--- config.mk ---
export PLATFORM = sky130hd
export DESIGN_NAME = mips32r1_mem_arbiter
export DESIGN_NICKNAME = d
export VERILOG_FILES = /design/src/rtl/mips32r1_mem_pkg.sv /design/src/rtl/mips32r1_arb_watchdog.sv /design/src/rtl/mips32r1_mem_arbiter.sv
export SDC_FILE = /design/constraint.sdc
export NUM_CORES = 1
export LEC_CHECK = 0
export CAP_MARGIN = 10
export CORE_MARGIN = 1
export CORE_UTILIZATION = 34
export DETAILED_ROUTE_END_ITERATION = 6
export GPL_ROUTABILITY_DRIVEN = 0
export HOLD_SLACK_MARGIN = 0.15
export PLACE_DENSITY = 0.81
export SLEW_MARGIN = 20
export SYNTH_ARGS = -nofsm -noshare
export SYNTH_HDL_FRONTEND = slang
export SYNTH_HIERARCHICAL = 1
export SYNTH_SLANG_ARGS = --single-unit
--- constraint.sdc ---
create_clock -name clk -period 2.05 [get_ports clk]
set_input_delay 0.205 -clock clk [delete_from_list [all_inputs] [get_ports clk]]
set_output_delay 0.205 -clock clk [all_outputs]
set_load 0.02 [all_outputs]
--- src/rtl/mips32r1_mem_pkg.sv ---
// rtl/mips32r1_mem_pkg.sv - shared widths, arbiter state encoding and command record
package mips32r1_mem_pkg;

  localparam int ADDR_W = 30;
  localparam int DATA_W = 32;
  localparam int BE_W   = 4;

  typedef enum logic [1:0] {
    IDLE  = 2'd0,
    GNT_D = 2'd1,
    GNT_I = 2'd2
  } arb_state_e;

  // Registered downstream command; a write never carries read=1.
  typedef struct packed {
    logic              read;
    logic [BE_W-1:0]   write;
    logic [ADDR_W-1:0] addr;
    logic [DATA_W-1:0] wdata;
  } mem_cmd_t;

endpackage

--- src/rtl/mips32r1_arb_watchdog.sv ---
// rtl/mips32r1_arb_watchdog.sv - grant-phase timeout counter with clear/active/expire
module mips32r1_arb_watchdog #(
  parameter int TIMEOUT_CYCLES = 255
) (
  input  logic clk,
  input  logic reset,
  input  logic clear,
  input  logic active,
  output logic expire
);

  localparam int CW = $clog2(TIMEOUT_CYCLES + 1);

  logic [CW-1:0] cycleCnt;

  // First grant cycle sees 0, so expiry lands on the TIMEOUT_CYCLES-th waiting cycle.
  assign expire = active && (cycleCnt == CW'(TIMEOUT_CYCLES - 1));

  // Count waiting cycles while granted; cleared whenever the arbiter is idle.
  always_ff @(posedge clk) begin
    if (reset || clear) begin
      cycleCnt <= '0;
    end else if (active && !expire) begin
      cycleCnt <= cycleCnt + 1'b1;
    end
  end

endmodule

--- src/rtl/mips32r1_mem_arbiter.sv ---
// rtl/mips32r1_mem_arbiter.sv - fetch/data arbiter onto one memory port; optional MIPS32R1_ARB_TIMEOUT_EN watchdog
module mips32r1_mem_arbiter #(
  parameter int ADDR_W         = 30,
  parameter int DATA_W         = 32,
  parameter int STARVE_LIMIT   = 4,
  parameter int TIMEOUT_CYCLES = 255
) (
  input  logic              clk,
  input  logic              reset,
  input  logic              InstMem_Read,
  input  logic [ADDR_W-1:0] InstMem_Address,
  output logic [DATA_W-1:0] InstMem_In,
  output logic              InstMem_Ack,
  input  logic              DataMem_Read,
  input  logic [3:0]        DataMem_Write,
  input  logic [ADDR_W-1:0] DataMem_Address,
  input  logic [DATA_W-1:0] DataMem_Out,
  output logic [DATA_W-1:0] DataMem_In,
  output logic              DataMem_Ack,
  output logic              Mem_Read,
  output logic [3:0]        Mem_Write,
  output logic [ADDR_W-1:0] Mem_Address,
  output logic [DATA_W-1:0] Mem_DataOut,
  input  logic [DATA_W-1:0] Mem_DataIn,
  input  logic              Mem_Ack,
  output logic              Bus_Error
);

  import mips32r1_mem_pkg::*;

  arb_state_e state;
  mem_cmd_t   cmd;
  logic [3:0] starveCnt;
  logic       dataPend;
  logic       fetchStarved;
  logic       timeoutHit;
  logic       done;

  assign dataPend     = DataMem_Read || (DataMem_Write != 4'b0000);
  assign fetchStarved = InstMem_Read && (starveCnt == 4'(STARVE_LIMIT));

`ifdef MIPS32R1_ARB_TIMEOUT_EN
  logic wdExpire;

  mips32r1_arb_watchdog #(
    .TIMEOUT_CYCLES(TIMEOUT_CYCLES)
  ) u_watchdog (
    .clk   (clk),
    .reset (reset),
    .clear (state == IDLE),
    .active(state != IDLE),
    .expire(wdExpire)
  );

  // A real Mem_Ack in the expiry cycle wins over the timeout.
  assign timeoutHit = wdExpire && !Mem_Ack;
  assign Bus_Error  = timeoutHit && !reset;
`else
  assign timeoutHit = 1'b0;
  assign Bus_Error  = 1'b0;
`endif

  // Completion of the granted access; suppressed while reset is asserted so an abandoned access never acks.
  assign done = (state != IDLE) && (Mem_Ack || timeoutHit) && !reset;

  assign InstMem_Ack = done && (state == GNT_I);
  assign DataMem_Ack = done && (state == GNT_D);
  assign InstMem_In  = (InstMem_Ack && Mem_Ack) ? Mem_DataIn : '0;
  assign DataMem_In  = (DataMem_Ack && Mem_Ack) ? Mem_DataIn : '0;

  assign Mem_Read    = cmd.read;
  assign Mem_Write   = cmd.write;
  assign Mem_Address = cmd.addr;
  assign Mem_DataOut = cmd.wdata;

  // Arbitrate in IDLE, hold the registered command until completion, then drop back to IDLE.
  always_ff @(posedge clk) begin
    if (reset) begin
      state     <= IDLE;
      cmd       <= '0;
      starveCnt <= 4'd0;
    end else begin
      case (state)
        IDLE: begin
          if (dataPend && !fetchStarved) begin
            state     <= GNT_D;
            cmd.read  <= (DataMem_Write == 4'b0000);
            cmd.write <= DataMem_Write;
            cmd.addr  <= DataMem_Address;
            cmd.wdata <= DataMem_Out;
            starveCnt <= InstMem_Read ? starveCnt + 4'd1 : 4'd0;
          end else if (InstMem_Read) begin
            state     <= GNT_I;
            cmd.read  <= 1'b1;
            cmd.write <= 4'b0000;
            cmd.addr  <= InstMem_Address;
            cmd.wdata <= '0;
            starveCnt <= 4'd0;
          end else begin
            starveCnt <= 4'd0;
          end
        end
        default: begin
          if (Mem_Ack || timeoutHit) begin
            state <= IDLE;
            cmd   <= '0;
          end
        end
      endcase
    end
  end

endmodule

== Word-level counts from Yosys, hierarchy flattened ==
Index checks and enable logic that the tools add are counted.
Operators by class
  add/sub/neg operators: 1
  multipliers: 0
  divide/modulo/power cells: 0
  order comparisons: 0
  equal/unequal tests: 4
  shifts and indexed selects: 0
  mux-type cells: 12
  bitwise logic cells: 0
  reduce and logical (&&, ||, !) cells: 17
Operators with widths (count)
  two-way mux 67 bit: 4
  two-way mux 32 bit: 2
  logical AND 1 bit: 8
  two-way mux 2 bit: 4
  two-way mux 4 bit: 2
  adder 4 x 1 -> 4 bit (second input constant): 1
  == test 4 x 3 -> 1 bit (second input constant): 1
  logical NOT 4 bit: 1
  nonzero test 2 bit: 2
  nonzero test 4 bit: 1
  inequality test 3 bit (second input constant): 1
  == test 2 x 1 -> 1 bit (second input constant): 1
  == test 2 bit (second input constant): 1
  logical NOT 1 bit: 2
  logical NOT 2 bit: 1
  AND reduction 2 bit: 1
  logical OR 1 bit: 1
Storage, ports and cells
  bits in registers: 73
  latch bits: 0
  memory bits (writable): 0
  bits in read-only memories: 0
  input bits: 133
  word-level logic and storage cells: 40
  memories kept: 0

== Depth between registers and ports, before layout ==
Gate-level depths: netlist of run 1.
  word-level depth: 6
  gate-level depth with buffers: 7

== Worst setup path before layout of run 1 ==
Ideal clock, no wire load.
  path kind: input -> output
  start point: input port reset
  end point: output port DataMem_In[22]
  data arrival time: 1.593 ns
  path slack: 0.252 ns
  stages on the path: 4
  path buffers: 2
  cells stage by stage: clkbuf_1 nor4bb_1 clkbuf_1 and2_1
On the way
  longest elaborated chain between the ends: 5
RTL lines
  start, declared: RTL line mips32r1_mem_arbiter.sv:9  | input logic reset,
  logical NOT 1 bit: RTL line mips32r1_mem_arbiter.sv:64  | assign done = (state != IDLE) && (Mem_Ack || timeoutHit) && !reset;
  logical AND 1 bit: RTL line mips32r1_mem_arbiter.sv:64
  logical AND 1 bit: RTL line mips32r1_mem_arbiter.sv:67  | assign DataMem_Ack = done && (state == GNT_D);
  via DataMem_Ack: RTL line mips32r1_mem_arbiter.sv:19  | output logic DataMem_Ack,
  logical AND 1 bit: RTL line mips32r1_mem_arbiter.sv:69  | assign DataMem_In = (DataMem_Ack && Mem_Ack) ? Mem_DataIn : '0;
  two-way mux 32 bit: RTL line mips32r1_mem_arbiter.sv:69
  end, declared: RTL line mips32r1_mem_arbiter.sv:18  | output logic [DATA_W-1:0] DataMem_In,
The timed path passes the listed nets, and every way through them passes these cells.

== Worst setup path after layout of run 1 ==
  start point: input port Mem_Ack
  end point: output port InstMem_In[21]
On the way
  longest elaborated chain between the ends: 5
RTL lines
  start, declared: RTL line mips32r1_mem_arbiter.sv:25  | input logic Mem_Ack,
  logical AND 1 bit (2 in series): RTL line mips32r1_mem_arbiter.sv:64
  logical AND 1 bit: RTL line mips32r1_mem_arbiter.sv:66  | assign InstMem_Ack = done && (state == GNT_I);
  logical AND 1 bit (*): RTL line mips32r1_mem_arbiter.sv:68  | assign InstMem_In = (InstMem_Ack && Mem_Ack) ? Mem_DataIn : '0;
  two-way mux 32 bit (*): RTL line mips32r1_mem_arbiter.sv:68
  end, declared: RTL line mips32r1_mem_arbiter.sv:12  | output logic [DATA_W-1:0] InstMem_In,
Every way passes the cells marked *; elsewhere a longest branch is shown, timed or not.

==> results of run 1 <==
[per-layer routing]
metal  global-route usage  vias up  wire length [um]
met5                    0        -                 0
met4              0.06284        0               215
met3              0.06373       22               965
met2               0.3662      130              5785
met1               0.2289     1641              4663
li1                     -     1650                 -
[per-stage QoR]
step                      worst slack [ns]  hold slack (ns)  total power (W)
final                              0.05278           0.4030         0.003876
after floorplan                     0.2524           0.3376         0.002018
after global routing              -0.04482           0.4007         0.004040
after CTS                          -0.1844           0.4508         0.003914
after global placement             -0.1847           0.4562         0.002567
after detailed placement           -0.2731           0.4556         0.002585
[layout by cell type (no fill, tap or decap), types with 3 or more instances in the layout]
master           Yosys  final
a22o_1              36     36
dlygate4sd2_1        0     36
nand4_1              5      5
buf_6               10      3
clkdlybuf4s50_1      0    198
buf_4                1     16
clkbuf_2             0     14
clkdlybuf4s15_1      0     15
bufinv_16            0      3
a21oi_1              4      4
mux2i_1             30     30
nor2_1               5      5
buf_12               3      5
and2_1              64     64
dfxtp_1             73     72
nand2_1              4      4
o2bb2ai_2           30     30
clkbuf_8             0      9
[worst max-delay path: stages]
cell	delay, ns
clkdlybuf4s50_1	0.50
nor4bb_4	0.33
buf_4	0.16
buf_6	0.14
and2_1	0.14
clkdlybuf4s15_1	0.31
[registers in the layout, indices dropped and copies added (netlist names)]
register and cells:
Mem_Address 30, Mem_Write 4, state 2, Mem_DataOut 32, Mem_Read 1, starveCnt 4
[repair_timing]
item                                   in CTS  in global routing
endpoints found under the hold margin       0                  0
setup buffers                               0                  2
gates resized for setup                    69                 45
pin swaps                                   0                  1
setup endpoints to repair                  66                 53
[kinds of logic (layout without fill, tap and decap cells)]
| logic type | after synthesis | after routing | synth area share |
|---|---|---|---|
| other | 1 | 1 | 0.001080 |
| adder cells (fa/ha/maj) | 2 | 2 | 0.007206 |
| AND/OR/NAND/NOR | 92 | 92 | 0.1697 |
| AO/OA/AOI/OAI | 77 | 77 | 0.2450 |
| buffers and inverters | 29 | 307 | 0.06955 |
| multiplexers | 30 | 30 | 0.08649 |
| flip-flops | 73 | 73 | 0.4209 |
[power by group through the flow]
stage | Sequential, W | Clock [W] | Combinational (W)
floorplan | 0.00173 | 0 | 0.000287
global placement | 0.00162 | 0 | 0.000950
detailed placement | 0.00162 | 0 | 0.000966
CTS | 0.00159 | 0.00136 | 0.000959
global route | 0.00160 | 0.00144 | 0.00100
finish | 0.00159 | 0.00134 | 0.000951
[layout make-up]
class | count | area [sq um] | area share
Timing Repair Buffer | 289 | 2796 | 0.4324
Sequential cell | 73 | 1463 | 0.2262
Clock inverter | 5 | 103.9 | 0.01606
Multi-Input combinational cell | 202 | 1799 | 0.2782
Inverter | 2 | 7.507 | 0.001161
Clock buffer | 11 | 131.4 | 0.02031
Tap cell | 133 | 166.4 | 0.02573
[worst max-delay path by stage]
| stage | from | endpoint | slack, ns | depth (start not counted) |
|---|---|---|---|---|
| final | Mem_Ack | InstMem_In[21] | 0.05 | 6 |
| after global routing | Mem_Ack | InstMem_In[2] | -0.04 | 6 |
| after CTS | reset | InstMem_In[7] | -0.18 | 5 |
| after detailed placement | DataMem_Write[0] | Mem_Address[2]$_SDFFE_PP0P_ | -0.27 | 6 |
| after global placement | DataMem_Write[1] | Mem_Address[2]$_SDFFE_PP0P_ | -0.18 | 6 |
| after floorplan | reset | DataMem_In[22] | 0.25 | 4 |
==> metrics.txt, run 1 <==
Power per Cell Area between 500 and 600 mW/mm^2; synthesized instance count a little over 300; nets between 700 and 800; ys async rst share 0; fmax 500.7 MHz; leakage roughly 2.7 nW; CTS Sinks 73; ANT nets after route 0; Total Wirelength 11630 um; die height ~100 um; die area ~0.011 sq mm; area of the core a little under 0.01 sq mm; Port Buffers roughly 270; first-pass GRT wire length approximately 17000 um; Tot GR Track Use 0.2035; Post-Syn Area approximately 0.0035 sq mm; initial antenna violation count 0; First-pass DRT Iterations 4; Tmin final 1.997 ns; hpwl dp between 9000 and 10000 um; most common cell in the netlist dfxtp_1; Max FO, Critical Path 18; ys flop type dfxtp_1; worst endpoint data arrival time 1.79 ns; drt drc 0; clk_lat worst skew approximately 0.34 ns; Top Ports 267; area fraction of the dominant cell type after synthesis 0.4209; Sw Share 0.2574; Seq/Total Area, Yosys 0.4209; Comb power frac 0.245; n_diodes 0; CTS tree built; min-delay src reset; number of synthesized flops with an enable pin 0; Via density roughly 4.8; critical path type input port to primary output; Clk pwr share 0.345; Hold Crit Class input port to flop; CTS H-Tree Depth 3; Reg2Reg Depth 6; final std cell area, no fill 0.006467 sq mm; cts hold-fix bufs 0; Fillers 811; final global-route overflow total 0; final setup fails 0; Yosys top cell by area dfxtp_1; cell depth of the worst hold path 3; Synth cell types 33; skew final slightly below 0.01 ns; largest net degree at the start of global routing 37; maxcap violations 0; Worst R2R Start state[1]$_SDFFE_PP0P_; vias in the first global route approximately 3300; Max clock buf depth 2; warnings from Yosys 6; R2R Setup Slk roughly 0.22 ns; CP Launch Type input port; placed instance count ~700; Vias around 3400; CTS Buf Count 9; P_sw 0.0009978 W; Pint 0.002878 W; Hold Violations, Final 0; Final period util 0.9743; FF+latch count, synth between 70 and 80; worst vdd ir around 0.00054 V; CTS Root Cell clkbuf_8; DR WL/cell about 16 um; Seq pwr share 0.410; status finished clean; die width between 100 and 150 um; Initial Util 0.3536; WHS Endpoint Mem_Read$_SDFFE_PP0P_; placed inst area approximately 0.0063 sq mm; Rows 36; setup TNS 0 ns; max-slew violations 0; final core utilization 0.6586; CP Capture Type primary output; Detailed Route Iter0 Violations roughly 110; Synth area leaders dfxtp_1 (42%), o2bb2ai_2 (13%), and2_1 (12%); Commonest cells post-synth dfxtp_1 (73), and2_1 (64), a22o_1 (36); clk slew on worst S/H paths ~0.070 ns; final cell count without fillers 715; share of layout cells above drive strength 1 0.1564; Critical Path RT 1.85 ns; Post-Syn Area per Cell between 10 and 15 sq um; synth-to-layout area growth 86.27%; FF-to-FF End Mem_Address[0]$_SDFFE_PP0P_; post-synth net total roughly 440
Note: power is estimated with default switching activity, not from simulation.
==> run 2: changes to the inputs <==
--- a/config.mk
+++ b/config.mk
@@ -12,7 +12,6 @@
 export GPL_ROUTABILITY_DRIVEN = 0
 export HOLD_SLACK_MARGIN = 0.15
 export PLACE_DENSITY = 0.81
-export SLEW_MARGIN = 20
 export SYNTH_ARGS = -nofsm -noshare
 export SYNTH_HDL_FRONTEND = slang
 export SYNTH_HIERARCHICAL = 1
==> results of run 2 <==
The final DEF is identical to that of run 1; final timing and power are the same.
==> run 3: changes to the inputs <==
--- a/config.mk
+++ b/config.mk
@@ -14,5 +14,4 @@
 export PLACE_DENSITY = 0.81
 export SYNTH_ARGS = -nofsm -noshare
 export SYNTH_HDL_FRONTEND = slang
-export SYNTH_HIERARCHICAL = 1
 export SYNTH_SLANG_ARGS = --single-unit
==> results of run 3 <==
The final DEF is identical to that of run 1; final timing and power are the same.
Among the figures that moved: Yosys warning count 6 -> 0
